==> src/rtl/spi_block_dma.sv <==
// SD block mover between the SPI byte engine and RAM, covering the token, CRC and response/busy handshakes.
// Define SPI_BLOCK_DMA_CRC_EN to generate and check CRC16-CCITT over the data bytes.
module spi_block_dma #(
   parameter int ADDR_WIDTH    = 16,
   parameter int BLOCK_BYTES   = 512,
   parameter int NBLK_WIDTH    = 4,
   parameter int TOKEN_TIMEOUT = 4096,
   parameter int BUSY_TIMEOUT  = 65535
) (
   input  logic                  clk,
   input  logic                  reset,
   input  logic                  ce,
   input  logic                  start,
   input  logic                  write_mode,
   input  logic [ADDR_WIDTH-1:0] iaddr,
   input  logic [NBLK_WIDTH-1:0] nblocks,
   output logic                  ready,
   output logic                  error,
   output logic [NBLK_WIDTH-1:0] blocks_done,
   output logic [ADDR_WIDTH-1:0] mem_addr,
   output logic [7:0]            mem_wdata,
   output logic                  mem_wr,
   output logic                  mem_rd,
   input  logic [7:0]            mem_rdata,
   output logic [7:0]            spi_do,
   output logic                  spi_wr,
   input  logic [7:0]            spi_di,
   input  logic                  spi_busy
);

   localparam int BC_W     = $clog2(BLOCK_BYTES);
   localparam int POLL_MAX = (TOKEN_TIMEOUT > BUSY_TIMEOUT) ? TOKEN_TIMEOUT : BUSY_TIMEOUT;
   localparam int POLL_W   = $clog2(POLL_MAX + 2);
   localparam logic [BC_W-1:0] LAST_BYTE = BC_W'(BLOCK_BYTES - 1);

   typedef enum logic [2:0] {
      S_IDLE, S_PREP, S_RDWAIT, S_RDCAP, S_XIGN, S_XWAIT, S_WRMEM
   } state_t;

   typedef enum logic [2:0] {
      P_TOKEN, P_DATA, P_CRC, P_RESP, P_BUSY
   } phase_t;

   state_t                state_q, state_d;
   phase_t                phase_q, phase_d;
   logic                  mode_q, mode_d;
   logic [NBLK_WIDTH-1:0] nblk_q, nblk_d;
   logic [NBLK_WIDTH-1:0] blocks_done_q, blocks_done_d;
   logic [ADDR_WIDTH-1:0] addr_q, addr_d;
   logic [7:0]            wdata_q, wdata_d;
   logic                  mem_wr_q, mem_wr_d;
   logic                  mem_rd_q, mem_rd_d;
   logic [7:0]            spi_do_q, spi_do_d;
   logic                  spi_wr_q, spi_wr_d;
   logic                  ready_q, ready_d;
   logic                  error_q, error_d;
   logic [BC_W-1:0]       byte_cnt_q, byte_cnt_d;
   logic [POLL_W-1:0]     poll_q, poll_d;
   logic [POLL_W-1:0]     poll_next;
   logic                  fail;
   logic                  blk_done;

`ifdef SPI_BLOCK_DMA_CRC_EN
   logic [15:0] crc_q, crc_d;
   logic        crc_bad_q, crc_bad_d;

   function automatic logic [15:0] crc16_upd(input logic [15:0] crc, input logic [7:0] data);
      logic [15:0] c;
      c = crc;
      for (int i = 7; i >= 0; i--) begin
         if (c[15] ^ data[i]) c = {c[14:0], 1'b0} ^ 16'h1021;
         else                 c = {c[14:0], 1'b0};
      end
      return c;
   endfunction

   always_ff @(posedge clk or posedge reset) begin
      if (reset) begin
         crc_q     <= 16'h0000;
         crc_bad_q <= 1'b0;
      end else if (ce) begin
         crc_q     <= crc_d;
         crc_bad_q <= crc_bad_d;
      end
   end
`endif

   always_ff @(posedge clk or posedge reset) begin
      if (reset) begin
         state_q       <= S_IDLE;
         phase_q       <= P_TOKEN;
         mode_q        <= 1'b0;
         nblk_q        <= '0;
         blocks_done_q <= '0;
         addr_q        <= '0;
         wdata_q       <= 8'h00;
         mem_wr_q      <= 1'b0;
         mem_rd_q      <= 1'b0;
         spi_do_q      <= 8'hFF;
         spi_wr_q      <= 1'b0;
         ready_q       <= 1'b1;
         error_q       <= 1'b0;
         byte_cnt_q    <= '0;
         poll_q        <= '0;
      end else if (ce) begin
         state_q       <= state_d;
         phase_q       <= phase_d;
         mode_q        <= mode_d;
         nblk_q        <= nblk_d;
         blocks_done_q <= blocks_done_d;
         addr_q        <= addr_d;
         wdata_q       <= wdata_d;
         mem_wr_q      <= mem_wr_d;
         mem_rd_q      <= mem_rd_d;
         spi_do_q      <= spi_do_d;
         spi_wr_q      <= spi_wr_d;
         ready_q       <= ready_d;
         error_q       <= error_d;
         byte_cnt_q    <= byte_cnt_d;
         poll_q        <= poll_d;
      end
   end

   always_comb begin
      state_d       = state_q;
      phase_d       = phase_q;
      mode_d        = mode_q;
      nblk_d        = nblk_q;
      blocks_done_d = blocks_done_q;
      addr_d        = addr_q;
      wdata_d       = wdata_q;
      mem_wr_d      = 1'b0;
      mem_rd_d      = 1'b0;
      spi_do_d      = spi_do_q;
      spi_wr_d      = 1'b0;
      ready_d       = ready_q;
      error_d       = error_q;
      byte_cnt_d    = byte_cnt_q;
      poll_d        = poll_q;
      poll_next     = poll_q + POLL_W'(1);
      fail          = 1'b0;
      blk_done      = 1'b0;
`ifdef SPI_BLOCK_DMA_CRC_EN
      crc_d         = crc_q;
      crc_bad_d     = crc_bad_q;
`endif

      case (state_q)
         S_IDLE: begin
            if (start && nblocks != '0) begin
               mode_d        = write_mode;
               addr_d        = iaddr;
               nblk_d        = nblocks;
               error_d       = 1'b0;
               blocks_done_d = '0;
               ready_d       = 1'b0;
               phase_d       = P_TOKEN;
               poll_d        = '0;
               byte_cnt_d    = '0;
`ifdef SPI_BLOCK_DMA_CRC_EN
               crc_d         = 16'h0000;
               crc_bad_d     = 1'b0;
`endif
               state_d       = S_PREP;
            end
         end
         S_PREP: begin
            if (phase_q == P_DATA && mode_q) begin
               mem_rd_d = 1'b1;
               state_d  = S_RDWAIT;
            end else begin
               spi_wr_d = 1'b1;
               spi_do_d = (phase_q == P_TOKEN && mode_q) ? 8'hFE : 8'hFF;
`ifdef SPI_BLOCK_DMA_CRC_EN
               if (phase_q == P_CRC && mode_q)
                  spi_do_d = (byte_cnt_q == '0) ? crc_q[15:8] : crc_q[7:0];
`endif
               state_d  = S_XIGN;
            end
         end
         // RAM samples mem_rd on this edge; its data is usable one ce cycle later.
         S_RDWAIT: state_d = S_RDCAP;
         S_RDCAP: begin
            spi_do_d = mem_rdata;
            spi_wr_d = 1'b1;
`ifdef SPI_BLOCK_DMA_CRC_EN
            crc_d    = crc16_upd(crc_q, mem_rdata);
`endif
            state_d  = S_XIGN;
         end
         // The SPI engine has not raised busy yet on the cycle right after the strobe.
         S_XIGN: state_d = S_XWAIT;
         S_XWAIT: begin
            if (!spi_busy) begin
               state_d = S_PREP;
               case (phase_q)
                  P_TOKEN: begin
                     if (mode_q || spi_di == 8'hFE) begin
                        phase_d    = P_DATA;
                        byte_cnt_d = '0;
                     end else if (spi_di == 8'hFF && poll_next != POLL_W'(TOKEN_TIMEOUT)) begin
                        poll_d = poll_next;
                     end else begin
                        fail = 1'b1;
                     end
                  end
                  P_DATA: begin
                     if (mode_q) begin
                        addr_d = addr_q + ADDR_WIDTH'(1);
                        if (byte_cnt_q == LAST_BYTE) begin
                           phase_d    = P_CRC;
                           byte_cnt_d = '0;
                        end else begin
                           byte_cnt_d = byte_cnt_q + BC_W'(1);
                        end
                     end else begin
                        mem_wr_d = 1'b1;
                        wdata_d  = spi_di;
`ifdef SPI_BLOCK_DMA_CRC_EN
                        crc_d    = crc16_upd(crc_q, spi_di);
`endif
                        state_d  = S_WRMEM;
                     end
                  end
                  P_CRC: begin
`ifdef SPI_BLOCK_DMA_CRC_EN
                     if (!mode_q && spi_di != ((byte_cnt_q == '0) ? crc_q[15:8] : crc_q[7:0]))
                        crc_bad_d = 1'b1;
`endif
                     if (byte_cnt_q == '0) begin
                        byte_cnt_d = BC_W'(1);
                     end else if (mode_q) begin
                        phase_d = P_RESP;
                     end else begin
                        blk_done = 1'b1;
`ifdef SPI_BLOCK_DMA_CRC_EN
                        if (crc_bad_d) begin
                           blk_done = 1'b0;
                           fail     = 1'b1;
                        end
`endif
                     end
                  end
                  P_RESP: begin
                     if ((spi_di & 8'h1F) == 8'h05) begin
                        phase_d = P_BUSY;
                        poll_d  = '0;
                     end else begin
                        fail = 1'b1;
                     end
                  end
                  P_BUSY: begin
                     if (spi_di != 8'h00)                     blk_done = 1'b1;
                     else if (poll_next > POLL_W'(BUSY_TIMEOUT)) fail     = 1'b1;
                     else                                     poll_d   = poll_next;
                  end
                  default: fail = 1'b1;
               endcase
            end
         end
         S_WRMEM: begin
            addr_d  = addr_q + ADDR_WIDTH'(1);
            state_d = S_PREP;
            if (byte_cnt_q == LAST_BYTE) begin
               phase_d    = P_CRC;
               byte_cnt_d = '0;
            end else begin
               byte_cnt_d = byte_cnt_q + BC_W'(1);
            end
         end
         default: state_d = S_IDLE;
      endcase

      if (blk_done) begin
         blocks_done_d = blocks_done_q + NBLK_WIDTH'(1);
         if (blocks_done_d == nblk_q) begin
            state_d = S_IDLE;
            ready_d = 1'b1;
         end else begin
            phase_d    = P_TOKEN;
            poll_d     = '0;
            byte_cnt_d = '0;
`ifdef SPI_BLOCK_DMA_CRC_EN
            crc_d      = 16'h0000;
            crc_bad_d  = 1'b0;
`endif
         end
      end
      if (fail) begin
         state_d = S_IDLE;
         ready_d = 1'b1;
         error_d = 1'b1;
      end
   end

   assign ready       = ready_q;
   assign error       = error_q;
   assign blocks_done = blocks_done_q;
   assign mem_addr    = addr_q;
   assign mem_wdata   = wdata_q;
   assign spi_do      = spi_do_q;
   assign mem_wr      = mem_wr_q & ce;
   assign mem_rd      = mem_rd_q & ce;
   assign spi_wr      = spi_wr_q & ce;

endmodule

==> config.mk <==
export PLATFORM = sky130hd
export DESIGN_NAME = spi_block_dma
export DESIGN_NICKNAME = d
export VERILOG_FILES = /design/src/rtl/spi_block_dma.sv
export SDC_FILE = /design/constraint.sdc
export NUM_CORES = 1
export LEC_CHECK = 0
export ABC_CLOCK_PERIOD_IN_PS = 3340
export CAP_MARGIN = 10
export CORE_MARGIN = 2
export CORE_UTILIZATION = 54
export CTS_CLUSTER_DIAMETER = 40
export DETAILED_ROUTE_END_ITERATION = 10
export PLACE_DENSITY_LB_ADDON = 0.05
export SYNTH_ARGS = -nofsm -noshare
export SYNTH_HDL_FRONTEND = slang
export SYNTH_SLANG_ARGS = --single-unit
==> constraint.sdc <==
create_clock -name clk -period 3.34 [get_ports clk]
set_clock_uncertainty 0.2 [all_clocks]
set_input_delay 0.668 -clock clk [delete_from_list [all_inputs] [get_ports clk]]
set_output_delay 0.668 -clock clk [all_outputs]
set_load 0.01 [all_outputs]
==> flow_metrics.tcl <==
set metrics [dict create \
    outcome "complete, no violations" \
    antenna_found_initial 0 \
    yosys_most_used_dff "dfrtp_1" \
    grt_max_degree 37 \
    overflow 0 \
    drc 0 \
    slew_violations 0 \
    finalSetupViolations 0 \
    yosys.cell_types.count 70 \
    hold_class "reg -> reg" \
    finalCritPeriodShare 0.9678 \
    fmax_ghz 0.3094 \
    ys_warn_count 0 \
    crit_type "in -> reg" \
    tightest_slew_ns 1.055 \
    vias 5186 \
    antennaDiodeCount 0 \
    ir_drop_mv 0.4901 \
    dp_hpwl_mm 9.717 \
    h-tree-depth 3 \
    initial_utilization 0.5618 \
    worstReg2RegStart "poll_q[0]" \
    p_per_area_nw_per_um2 593.1 \
    clk_pin_slew_ns 0.09 \
    pin_count 83 \
    cts.repair.resized 0 \
    cp.required_ns 3.45 \
    cts_tree "yes" \
    crit_path_max_fanout 10 \
    die_x_um 102.5 \
    synth.area.top_cells "dfrtp_1 33%, o21ai_0 5.3%, dfstp_2 4.5%, nor2_1 4.5%, nand2_1 3.9%" \
    async_flop_share 1.000 \
    hold_viol 0 \
    ant_nets 0 \
    postCtsSetupRepairBufs 0 \
    yosysSeqAreaShare 0.3746 \
    nets 769 \
    clock_latency_ns 0.36 \
    hold_ws_ns 0.2776 \
    die_h_um 102.5 \
    cap_violations 0 \
    slew_headroom 0.2928 \
    rsz0062_at_grt "false" \
    vias_per_cell 6.080 \
    globalplace.congestion 0.9189 \
    synth_top_area_share 0.3295 \
    core_area_um2 9328 \
    port_buffers 82 \
    routedWlPerCell_um 15.76 \
    min_period_ns 3.232 \
    synthToLayoutAreaGrowth_pct 26.17 \
    cp-start-kind "input pin" \
    drt_iter0_drc 307 \
    critPathArrivalTime_ns 3.34 \
    power_uw 3921 \
    grt_use_total 0.2680 \
    avgSynthCellArea_um2 8.384 \
    synthCells 625 \
    synth-seq-cells 78 \
    firstDrtPassIters 5 \
    drive_gt1_frac 0.1436 \
    hold_buffers 0 \
    die_area_um2 10510 \
    rr_worst_depth 10 \
    wirelength_mm 13.45 \
    grt_pass1_wl_mm 22.57 \
    hold_depth 2 \
    syn_nets 675 \
    worstHoldStart "spi_do[0]" \
    critPathCaptureType "register" \
    clock_sinks 78 \
    numCtsBuffers 9 \
    synthTopCellsByCount "69 x dfrtp_1, 63 x nor2_1, 55 x nand2_1, 55 x o21ai_0, 41 x a21oi_1" \
    p_leak_uw 0.002719 \
    rows 35 \
    synth_area_leader_cell "dfrtp_1" \
    synth_most_common_cell "dfrtp_1" \
    cts-root-buf "clkbuf_8" \
    crit_path_start "spi_di[7]" \
    clockBufferDepth 2 \
    synth_area_um2 5240 \
    synth-edff-count 0 \
    grt_pass1_vias 4894 \
]
[worst max-delay path, stage by stage]
cell	delay (ns)
clkdlybuf4s50_1	0.44
or4_1	0.58
o31a_1	0.30
o21ai_2	0.14
o21ai_2	0.10
or4_1	0.52
o32a_1	0.22
buf_12	0.16
a21oi_2	0.11
a21o_1	0.10
[final timing paths]
check | end | slack, ns
worst max-delay path | poll_q[10] | 0.11
min in group asynchronous | poll_q[3] | 0.50
max in group asynchronous | ready | 1.71
worst min register to register | spi_do[0] | 0.28
worst min-delay path | spi_do[0] | 0.28
worst max register to register | poll_q[6] | 0.27
[kinds of logic after synthesis]
logic type,synth area share
buffers and inverters,0.04704
multiplexers,0.02770
AND/OR/NAND/NOR,0.2459
XOR/XNOR,0.03104
flip-flops,0.3746
adder cells (fa/ha/maj),0.01910
AO/OA/AOI/OAI,0.2545
[power by group]
group	internal [µW]	switching [µW]
Sequential	1210	305
Combinational	779	801
Clock	447	378
[layout make-up]
type,instances,area [µm²]
clock buffers,10,137.6
clock inverters,6,95.09
fillers,783,2716
inverters,19,72.57
multi-input cells,490,3043
flip-flops and latches,78,1963
well taps,129,161.4
repair buffers,121,1139
[sequential cells by signal, indices dropped and copies added (netlist names)]
signal / cells
phase_q: 3
blocks_done: 4
mem_rd_q: 1
spi_do: 8
byte_cnt_q: 9
error: 1
ready: 1
mem_wdata: 8
nblk_q: 4
mem_addr: 16
spi_wr_q: 1
poll_q: 17
mem_wr_q: 1
mode_q: 1
state_q: 3
[cell usage in the layout, fill, tap and decap left out, drive strengths merged, types with 5 or more instances in the layout]
| cell type | n |
|---|---|
| o2bb2ai | 10 |
| nor3 | 18 |
| nand2b | 9 |
| clkinv | 6 |
| o22ai | 13 |
| nand2 | 55 |
| clkdlybuf4s50 | 82 |
| nor2 | 63 |
| clkbuf | 10 |
| nor4 | 7 |
| dfrtp | 69 |
| nand3 | 25 |
| or2 | 6 |
| and2 | 5 |
| or3 | 7 |
| and4 | 5 |
| inv | 17 |
| buf | 39 |
| a21oi | 50 |
| a22oi | 5 |
| o211ai | 6 |
| nor3b | 5 |
| a31oi | 5 |
| a21o | 15 |
| mux2 | 12 |
| o31ai | 10 |
| or4 | 5 |
| dfstp | 9 |
| ha | 8 |
| nand4 | 11 |
| xnor2 | 13 |
| o21ai | 59 |
| and3 | 14 |
[metal layers]
| layer | global-route usage | share of wire | vias to the layer above |
|---|---|---|---|
| met5 | 0 | 0 | - |
| met4 | 0.08103 | 0.018 | 0 |
| met1 | 0.3569 | 0.45 | 2481 |
| li1 | - | - | 2500 |
| met2 | 0.4510 | 0.48 | 183 |
| met3 | 0.04542 | 0.056 | 22 |
[metrics by stage]
| stage | setup WS [ns] | utilization | setup TNS [ns] | instances | area, µm² |
|---|---|---|---|---|---|
| 6_report | 0.1076 | 0.7088 | 0 | 853 | 6611 |
| 3_3_place_gp | -0.1475 | 0.6834 | -1.441 | 837 | 6375 |
| 4_1_cts | 0.1121 | 0.7084 | 0 | 853 | 6608 |
| 3_5_place_dp | -0.2471 | 0.6834 | -2.386 | 837 | 6375 |
| 2_1_floorplan | 0.3786 | - | 0 | 625 | 5240 |
| 5_1_grt | 0.01706 | 0.7088 | 0 | 853 | 6611 |
Note: power is estimated with default switching activity, not from simulation.
